### config.mk
export PLATFORM = sky130hd
export DESIGN_NAME = ex_pipe_ctrl
export DESIGN_NICKNAME = d
export VERILOG_FILES = /design/src/rtl/sparc_ctrl_pkg.sv /design/src/rtl/ex_mc_counter.sv /design/src/rtl/ex_pipe_ctrl.sv
export SDC_FILE = /design/constraint.sdc
export NUM_CORES = 1
export LEC_CHECK = 0
export BUFFER_PORTS_ARGS = -buffer_cell sky130_fd_sc_hd__buf_2
export CAP_MARGIN = 10
export CORE_ASPECT_RATIO = 1.1
export CORE_MARGIN = 2
export CORE_UTILIZATION = 42
export CTS_BUF_LIST = sky130_fd_sc_hd__clkbuf_4
export DETAILED_ROUTE_END_ITERATION = 12
export GPL_TIMING_DRIVEN = 1
export HOLD_SLACK_MARGIN = 0.02
export PLACE_DENSITY = 0.79
export SYNTH_ARGS = -nofsm -noshare
export SYNTH_HDL_FRONTEND = slang
export SYNTH_SLANG_ARGS = --single-unit
### constraint.sdc
create_clock -name clk -period 1.6 [get_ports clk]
set_input_delay 0.08 -clock clk [delete_from_list [all_inputs] [get_ports clk]]
set_output_delay 0.08 -clock clk [all_outputs]
set_load 0.03 [all_outputs]
### src/rtl/sparc_ctrl_pkg.sv
// Shared SPARC instruction-field constants and decode helpers for the integer pipeline controllers.
package sparc_ctrl_pkg;

    localparam logic [1:0] OP_BR    = 2'd0;
    localparam logic [1:0] OP_CALL  = 2'd1;
    localparam logic [1:0] OP_ALU   = 2'd2;
    localparam logic [2:0] OP2_BICC = 3'd2;
    localparam logic [5:0] OP3_JMPL = 6'h38;
    localparam logic [5:0] OP3_UMUL = 6'h0A;
    localparam logic [5:0] OP3_SMUL = 6'h0B;
    localparam logic [5:0] OP3_UDIV = 6'h0E;
    localparam logic [5:0] OP3_SDIV = 6'h0F;
    localparam logic [3:0] COND_BA  = 4'b1000;

    typedef enum logic {
        RUN     = 1'b0,
        MC_WAIT = 1'b1
    } ex_state_e;

    function automatic logic is_bicc(input logic [1:0] op, input logic [2:0] op2);
        return (op == OP_BR) && (op2 == OP2_BICC);
    endfunction

    function automatic logic is_ctrl_xfer(input logic [1:0] op, input logic [2:0] op2,
                                          input logic [5:0] op3);
        return is_bicc(op, op2) || (op == OP_CALL) || ((op == OP_ALU) && (op3 == OP3_JMPL));
    endfunction

    function automatic logic is_mul(input logic [1:0] op, input logic [5:0] op3);
        return (op == OP_ALU) && ((op3 == OP3_UMUL) || (op3 == OP3_SMUL));
    endfunction

    function automatic logic is_div(input logic [1:0] op, input logic [5:0] op3);
        return (op == OP_ALU) && ((op3 == OP3_UDIV) || (op3 == OP3_SDIV));
    endfunction

endpackage

### src/rtl/ex_mc_counter.sv
// Loadable down-counter tracking remaining multi-cycle occupancy of Execute; saturates at zero.
module ex_mc_counter #(
    parameter int W = 4
) (
    input  logic         clk,
    input  logic         reset,
    input  logic         load,
    input  logic [W-1:0] load_val,
    input  logic         dec,
    output logic         zero
);

    logic [W-1:0] count;

    always_ff @(posedge clk) begin
        if (reset)
            count <= '0;
        else if (load)
            count <= load_val;
        else if (dec && (count != '0))
            count <= count - W'(1);
    end

    assign zero = (count == '0);

endmodule

### src/rtl/ex_pipe_ctrl.sv
// Execute-stage sequencing: issue/hold/bubble decisions, mul/div occupancy, CTI redirect and delay-slot annul.
module ex_pipe_ctrl
    import sparc_ctrl_pkg::*;
#(
    parameter int PC_SIZE = 64,
    parameter int MUL_LAT = 4,
    parameter int DIV_LAT = 16
) (
    input  logic               clk,
    input  logic               reset,
    input  logic               de_valid,
    input  logic [1:0]         de_op,
    input  logic [2:0]         de_op2,
    input  logic [5:0]         de_op3,
    input  logic               de_a,
    input  logic [3:0]         de_cond,
    input  logic               ex_taken,
    input  logic [PC_SIZE-1:0] ex_target,
    input  logic               mem_ready,
    output logic               ex_issue,
    output logic               ex_bubble,
    output logic               de_stall,
    output logic               pc_sel,
    output logic [PC_SIZE-1:0] pc_target,
    output logic               mc_busy
);

    localparam int MAX_LAT = (MUL_LAT > DIV_LAT) ? MUL_LAT : DIV_LAT;
    localparam int CW      = $clog2(MAX_LAT);
    localparam logic [CW-1:0] MUL_LOAD = CW'(MUL_LAT - 1);
    localparam logic [CW-1:0] DIV_LOAD = CW'(DIV_LAT - 1);

    ex_state_e state;
    logic br_pend, br_bicc, br_a, br_always;
    logic slot_pend, annul_pend;
    logic in_run, in_slot, annul_now;
    logic issue, bubble, mc_start, br_start;
    logic mul_op, div_op, cti_op;
    logic cnt_zero;

    assign mul_op = is_mul(de_op, de_op3);
    assign div_op = is_div(de_op, de_op3);
    assign cti_op = is_ctrl_xfer(de_op, de_op2, de_op3);

    // The next issued instruction is a delay slot while the CTI sits in Execute
    // or after it resolved without a valid successor being available.
    assign in_run    = (state == RUN);
    assign in_slot   = br_pend | slot_pend;
    assign annul_now = br_pend ? (br_bicc & br_a & (~ex_taken | br_always)) : annul_pend;

    assign issue    = ~reset & in_run & de_valid & mem_ready;
    assign bubble   = issue & in_slot & annul_now;
    assign mc_start = issue & ~bubble & (mul_op | div_op);
    assign br_start = issue & ~in_slot & cti_op;

    assign ex_issue  = issue;
    assign ex_bubble = bubble;
    assign de_stall  = ~reset & (~in_run | ~mem_ready);
    assign mc_busy   = ~reset & ~in_run;

    ex_mc_counter #(.W(CW)) u_cnt (
        .clk      (clk),
        .reset    (reset),
        .load     (mc_start),
        .load_val (div_op ? DIV_LOAD : MUL_LOAD),
        .dec      (~in_run & mem_ready),
        .zero     (cnt_zero)
    );

    // All state is frozen while Memory back-pressures; this also defers a pending redirect.
    always_ff @(posedge clk) begin
        if (reset) begin
            state      <= RUN;
            br_pend    <= 1'b0;
            br_bicc    <= 1'b0;
            br_a       <= 1'b0;
            br_always  <= 1'b0;
            slot_pend  <= 1'b0;
            annul_pend <= 1'b0;
            pc_sel     <= 1'b0;
            pc_target  <= '0;
        end else if (mem_ready) begin
            pc_sel <= br_pend & ex_taken;
            if (br_pend & ex_taken)
                pc_target <= ex_target;
            br_pend <= br_start;
            if (br_start) begin
                br_bicc   <= is_bicc(de_op, de_op2);
                br_a      <= de_a;
                br_always <= (de_cond == COND_BA);
            end
            slot_pend  <= in_slot & ~issue;
            annul_pend <= in_slot & ~issue & annul_now;
            case (state)
                RUN:     if (mc_start) state <= MC_WAIT;
                MC_WAIT: if (cnt_zero) state <= RUN;
                default: state <= RUN;
            endcase
        end
    end

endmodule

==> summary.txt, run 1 <==
Reg area: 1530 um^2
Worst-Skew Late Latency: 400 ps
DR iter-0 viols: 126
failing checks: negative setup slack
PwrDens: 730.7 nW/um^2
Hold Path Class: in -> reg
Row Count: 31
Max VDD drop: 0.5186 mV
Final WS setup: -0.6429 ps
reg2reg setup slack: 10 ps
RSZ-0062 raised after global routing: true
P&R area growth vs syn: 60.61%
synth unique cells: 36
deepest clock path buffer count: 2
Crit-path slowest cell: dfxtp_4
Die H: 90.91 um
total routed wirelength: 8871 um
Ant. Diodes: 0
antenna violations before repair: 0
Starting Density: 43.48%
Final Hold Slack: 51.66 ps
DR vias: 3283
CTS tree: done
total CTS buffers: 9
Fillers: 525
pin count of the biggest net entering global routing: 52
Synth Instances: 355
Top FF cell, synth: dfxtp_1
Vias/cell: 4.952
IO Pins: 154
fraction of layout cells with a size suffix above 1: 34.60%
first-pass GRT wire length: 14300 um
cell chain of the critical path: nor4bb_4 > buf_4 > nor2b_4 > buf_6
ANT nets after route: 0
Detail Placement HPWL: 5170 um
Yosys warning total: 0
worst slew margin relative to its limit: 64.74%
total gr overflow: 0
Core Box Area: 6633 um^2
GP Congestion: 0.7812
Area contributors post-synth: dfxtp_1 53%, nand2_1 17%, a21oi_1 13%
Cell Area, Synth: 2884 um^2
Syn Area/Cell: 8.124 um^2
Lkg Pwr: 2.028 nW
Top delay family on crit path: simple AND/OR/NAND/NOR gates
FMAX: 0.6247 GHz
Critical Path RT: 1520 ps
Seq/Total Area, Yosys: 52.75%
count of final setup violators: 1
clk slew on worst S/H paths: 120 ps
TritonCTS Sinks: 76
Worst path max stage delay: 370 ps
Tot GR Track Use: 23.21%
Die Wd: 83.01 um
Post-synth EDFFs: 0
CTS Root Cell: clkbuf_4
Post-layout nets: 662
multi-input combinational cell area: 1271 um^2
critical path class: reg -> out
# H-tree levels: 3
Yosys top cell area share: 52.75%
Mapped Nets: 441
crit share post-route: 100.0%
vias in the first global route: 3270
Final Max Slew Viols: 0
Final Hold Viols: 0
DR WL/cell: 13.38 um
status: finished with violations
Pre-antenna DRT Iters: 4
top cell type by total area after synthesis: dfxtp_1
detailed-route DRC error count: 0
ys async rst share: 0%
Worst Tran Pin Value: 528.9 ps
CP bufs+invs: 2
Setup crit end kind: output pin
most frequent cells in the layout: 152 x buf_2, 129 x nand2_1, 73 x dfxtp_1, 72 x a21oi_1, 68 x dlygate4sd3_1
die area: 7546 um^2
Max FO, Critical Path: 4
TNS Setup: -0.6429 ps
Arrival @ worst endpoint: 1520 ps
max_cap viols: 0
Seq cells post-synth: 76
commonest non-fill, non-tap cell in the layout: buf_2
min Tclk post-route: 1601 ps
buffers added on ports: 153
CP startpoint kind: register
Fin Clk Skew: 10.78 ps
-- metrics by stage --
step	instances	utilization, %	setup WS, ps	cell area [um^2]	power [W]
finish	663	69.84	-0.6429	4632	0.003384
global route	663	69.84	-80.81	4632	0.003533
CTS	662	69.29	-41.23	4596	0.003420
detailed placement	574	56.01	-104.7	3715	0.002151
global placement	574	56.01	24.19	3715	0.002149
floorplan	355	-	37.05	2884	0.002031
-- worst paths after layout --
path	startpoint	to	cells after the start
setup / recovery	state$_SDFFE_PP0P_	ex_bubble	4
hold reg to reg	pc_target[2]$_SDFFE_PP0P_	pc_target[2]$_SDFFE_PP0P_	2
setup reg to reg	u_cnt.count[1]$_SDFFE_PP0P_	u_cnt.count[3]$_SDFFE_PP0P_	6
hold / removal	de_cond[2]	br_always$_SDFFE_PP0P_	4
-- worst reg2reg max path, stage by stage (launching register included) --
cell	delay [ps]
dfxtp_2	340
inv_2	70
ha_4	130
or3b_4	370
and3_4	200
a221o_1	300
a31oi_1	130
-- cell families (layout without fill, tap and decap cells) --
logic type | after synthesis | in the layout | share of synthesized area [%]
XOR/XNOR | 2 | 2 | 0.6075
adder cells (fa/ha/maj) | 1 | 1 | 0.4338
flip-flops | 76 | 76 | 52.75
AND/OR/NAND/NOR | 159 | 159 | 24.43
buffers and inverters | 31 | 257 | 4.946
multiplexers | 3 | 3 | 1.085
AO/OA/AOI/OAI | 83 | 83 | 15.75
-- cell usage after synthesis (2+ instances only) --
library cell and number:
nor3_1 2, xnor2_1 2, buf_6 2, o21ai_0 2, a21oi_1 73, and3_1 2
buf_2 6, and3b_1 2, mux2i_1 2, and3_4 2, nand2_1 129, dfxtp_1 76
nor2_1 3, nand3_1 3, nor4b_1 2, nor2b_1 2, o2111ai_1 2, inv_1 7
clkbuf_1 15, nand2b_1 5
-- sequential cells by signal (all words and copies together), names as in the netlist --
register     flops
pc_target       64
u_cnt.count      4
annul_pend       1
br_a             1
br_always        1
br_bicc          1
br_pend          1
pc_sel           1
slot_pend        1
state            1
-- final cells by class --
type,count,share of cell area (%)
multi-input cells,248,27.44
clock inverters,5,1.135
inverters,7,0.5673
flip-flops and latches,76,33.04
repair buffers,234,33.82
well taps,82,2.215
clock buffers,11,1.783
-- power by group --
part | switching, W | internal (W) | leakage, nW
Clock | 0.000634 | 0.000505 | 0.0766
Combinational | 0.000134 | 0.000212 | 1.34
Sequential | 0.00000463 | 0.00190 | 0.614
Total | 0.000772 | 0.00261 | 2.03
-- metal layers --
layer | global-route usage, % | vias to the layer above | part of all wire, %
li1 | - | 1617 | -
met1 | 22.99 | 1513 | 38
met2 | 44.42 | 130 | 54
met3 | 5.941 | 23 | 6.3
met4 | 10.93 | 0 | 2.1
met5 | 0 | - | 0
-- repair_timing --
item,CTS,global route
buffers inserted,4,1
endpoints found under the setup margin,4,4
pin swaps,5,3
endpoints found under the hold margin,68,0
gates resized for setup,11,6
hold buffers,68,0
cloned,0,0
Power figures use the tool's default switching activity.
==> run 2: changes to the inputs <==
--- a/config.mk
+++ b/config.mk
@@ -9,12 +9,13 @@
 export CAP_MARGIN = 10
 export CORE_ASPECT_RATIO = 1.1
 export CORE_MARGIN = 2
-export CORE_UTILIZATION = 42
+export CORE_UTILIZATION = 35
 export CTS_BUF_LIST = sky130_fd_sc_hd__clkbuf_4
 export DETAILED_ROUTE_END_ITERATION = 12
 export GPL_TIMING_DRIVEN = 1
 export HOLD_SLACK_MARGIN = 0.02
-export PLACE_DENSITY = 0.79
+export PLACE_DENSITY = 0.67
+export SETUP_SLACK_MARGIN = 0.05
 export SYNTH_ARGS = -nofsm -noshare
 export SYNTH_HDL_FRONTEND = slang
 export SYNTH_SLANG_ARGS = --single-unit
==> run 2 against run 1 <==
  * The flow now finishes without violations
  * Non-clock buffer count grew 6
  * Clock-buffer cell count down 1
  * Register-to-register slack barely moved
  * Clock skew is essentially flat
  * Largest cell class unchanged
  * Critical endpoint is now u_cnt.count[3]$_SDFFE_PP0P_
  * Clock power about the same
  * First-iteration DRC count down 5.6%
  * Core utilization shrank 11 points
==> summary.txt, run 2 (same netlist as run 1, synthesis figures left out) <==
count of final setup violators: 0 (-1)
# H-tree levels: 3 (unchanged)
Detail Placement HPWL: 5263 um (+1.8%)
CTS Root Cell: clkbuf_4
commonest non-fill, non-tap cell in the layout: buf_2
Int Power: 0.002610 W (about the same)
max_cap viols: 0 (unchanged)
Final Hold Viols: 0 (unchanged)
CTS tree: done
most frequent cells in the layout: 151 x buf_2, 129 x nand2_1, 74 x dlygate4sd3_1, 73 x dfxtp_1, 72 x a21oi_1
most flop-heavy register: pc_target
vias in the first global route: 3147 (-3.8%)
overall power: 0.003402 W (+0.51%)
deepest clock path buffer count: 2 (unchanged)
GP Congestion: 0.7619 (-2.5%)
Final Max Slew Viols: 0 (unchanged)
top flop regs: pc_target x64, u_cnt.count x4
Pre-antenna DRT Iters: 4 (unchanged)
TNS Setup: 0 ps (+0.6429 ps)
Core Util, Final: 59.26% (-11 points)
crit share post-route: 98.86% (-1.2 points)
total gr overflow: 0 (unchanged)
Die Wd: 90.55 um (+9.1%)
Tot GR Track Use: 19.39% (-3.8 points)
Crit-path slowest cell: or3b_4
total routed wirelength: 8740 um (-1.5%)
worst slew margin relative to its limit: 73.56% (+8.8 points)
Fin Clk Skew: 10.96 ps (+0.1712 ps)
Core Box Area: 7955 um^2 (+20%)
DP Area: 3747 um^2 (+0.88%)
FMAX: 0.6322 GHz (+1.2%)
combinational power share: 10.5% (+0.3 points)
die area: 8983 um^2 (+19%)
sequential power share: 55.9% (-0.2 points)
total CTS buffers: 9 (unchanged)
cell area after layout: 4715 um^2 (+1.8%)
Fillers: 713 (+36%)
Starting Density: 36.25% (-7.2 points)
clk slew on worst S/H paths: 120 ps (about the same)
cell chain of the critical path: inv_1 > ha_4 > or3b_4 > and3_4 > a221o_1 > a31oi_1
Critical Path RT: 1930 ps (+410 ps)
Row Count: 34 (+9.7%)
Largest register FFs: 64 (unchanged)
Post-layout nets: 668 (+0.91%)
Hold Path Class: in -> reg
P_sw: 0.0007922 W (+2.6%)
Worst path max stage delay: 370 ps (about the same)
multi-input combinational cell area: 1264 um^2 (-0.59%)
first-pass GRT wire length: 14230 um (-0.48%)
Max FO, Critical Path: 3 (-1)
DR iter-0 viols: 119 (-5.6%)
Ant. Diodes: 0 (unchanged)
Arrival @ worst endpoint: 1910 ps (+390 ps)
pin count of the biggest net entering global routing: 40 (-23%)
Worst-Skew Late Latency: 400 ps (about the same)
IO Pins: 154 (unchanged)
DR vias: 3282 (-0.030%)
buffers added on ports: 153 (unchanged)
TritonCTS Sinks: 76 (unchanged)
Vias/cell: 4.722 (-4.6%)
antenna violations before repair: 0 (unchanged)
min Tclk post-route: 1582 ps (-18.95 ps)
Max VDD drop: 0.3973 mV (-23%)
Lkg Pwr: 2.047 nW (+0.89%)
status: complete, no violations
Die H: 99.21 um (+9.1%)
CP startpoint kind: register
critical path class: reg -> reg
detailed-route DRC error count: 0 (unchanged)
Switching Share: 23.29% (+0.46 points)
Worst Tran Pin Value: 396.6 ps (-132.3 ps)
clock share of power: 33.6% (about the same)
fraction of layout cells with a size suffix above 1: 33.73% (-0.86 points)
Reg area: 1530 um^2 (unchanged)
DR WL/cell: 12.58 um (-6.0%)
PwrDens: 721.5 nW/um^2 (-1.2%)
ANT nets after route: 0 (unchanged)
RSZ-0062 raised after global routing: true
P&R area growth vs syn: 63.47%
Setup crit end kind: register
[run 2: area by class of cell]
type / count / share of cell area [%]
Clock buffer: 10 / 1.592
Multi-Input combinational cell: 248 / 26.80
Timing Repair Buffer: 240 / 34.40
Sequential cell: 76 / 32.46
Clock inverter: 6 / 1.327
Inverter: 7 / 0.5573
Tap cell: 108 / 2.866
[run 2: routing by layer]
metal / GRT usage (%) / vias to the layer above / share of wire [%]
met5: 0 / - / 0
met4: 11.48 / 0 / 3.5
met3: 4.697 / 31 / 5.3
met2: 35.25 / 130 / 52
met1: 20.32 / 1493 / 39
li1: - / 1628 / -
[run 2: stage by stage]
stage          hold WS (ps)  setup slack (ps)  instances
3_3_place_gp          320.0             55.05        600
6_report              70.13             18.30        695
3_5_place_dp          325.7            -44.58        600
4_1_cts               26.34             25.00        693
2_1_floorplan         216.0             67.00        355
5_1_grt               53.95            -27.61        695
[run 2: timing repair]
action	CTS	global route
gates cloned	0	0
hold endpoints to repair	70	0
setup endpoints to repair	4	7
buffers inserted	3	2
hold buffers	74	0
pin swaps	3	2
resized for setup	9	5
[run 2: critical path, delay by kind of cell (launching register included)]
kind | cells | cell delay [ps]
AND/OR/NAND/NOR | 2 | 540
buffers and inverters | 1 | 90
flip-flops | 1 | 330
adder cells (fa/ha/maj) | 1 | 140
AO/OA/AOI/OAI | 2 | 410
[run 2: power by group through the flow]
stage                     sequential (W)  combinational, W  clock, W
after floorplan                  0.00196         0.0000741         0
after global placement           0.00195          0.000207         0
after detailed placement         0.00195          0.000208         0
after CTS                        0.00190          0.000350   0.00120
after global routing             0.00190          0.000387   0.00127
final                            0.00190          0.000357   0.00114
[run 2: worst paths after layout]
path                                    start                           to  slack (ps)  cells past startpoint
setup / recovery  u_cnt.count[0]$_SDFFE_PP0P_  u_cnt.count[3]$_SDFFE_PP0P_          20                      6
hold / removal                          reset         br_bicc$_SDFFE_PP0P_          70                      3
setup reg to reg  u_cnt.count[0]$_SDFFE_PP0P_  u_cnt.count[3]$_SDFFE_PP0P_          20                      6
hold reg to reg     pc_target[4]$_SDFFE_PP0P_    pc_target[4]$_SDFFE_PP0P_         460                      2
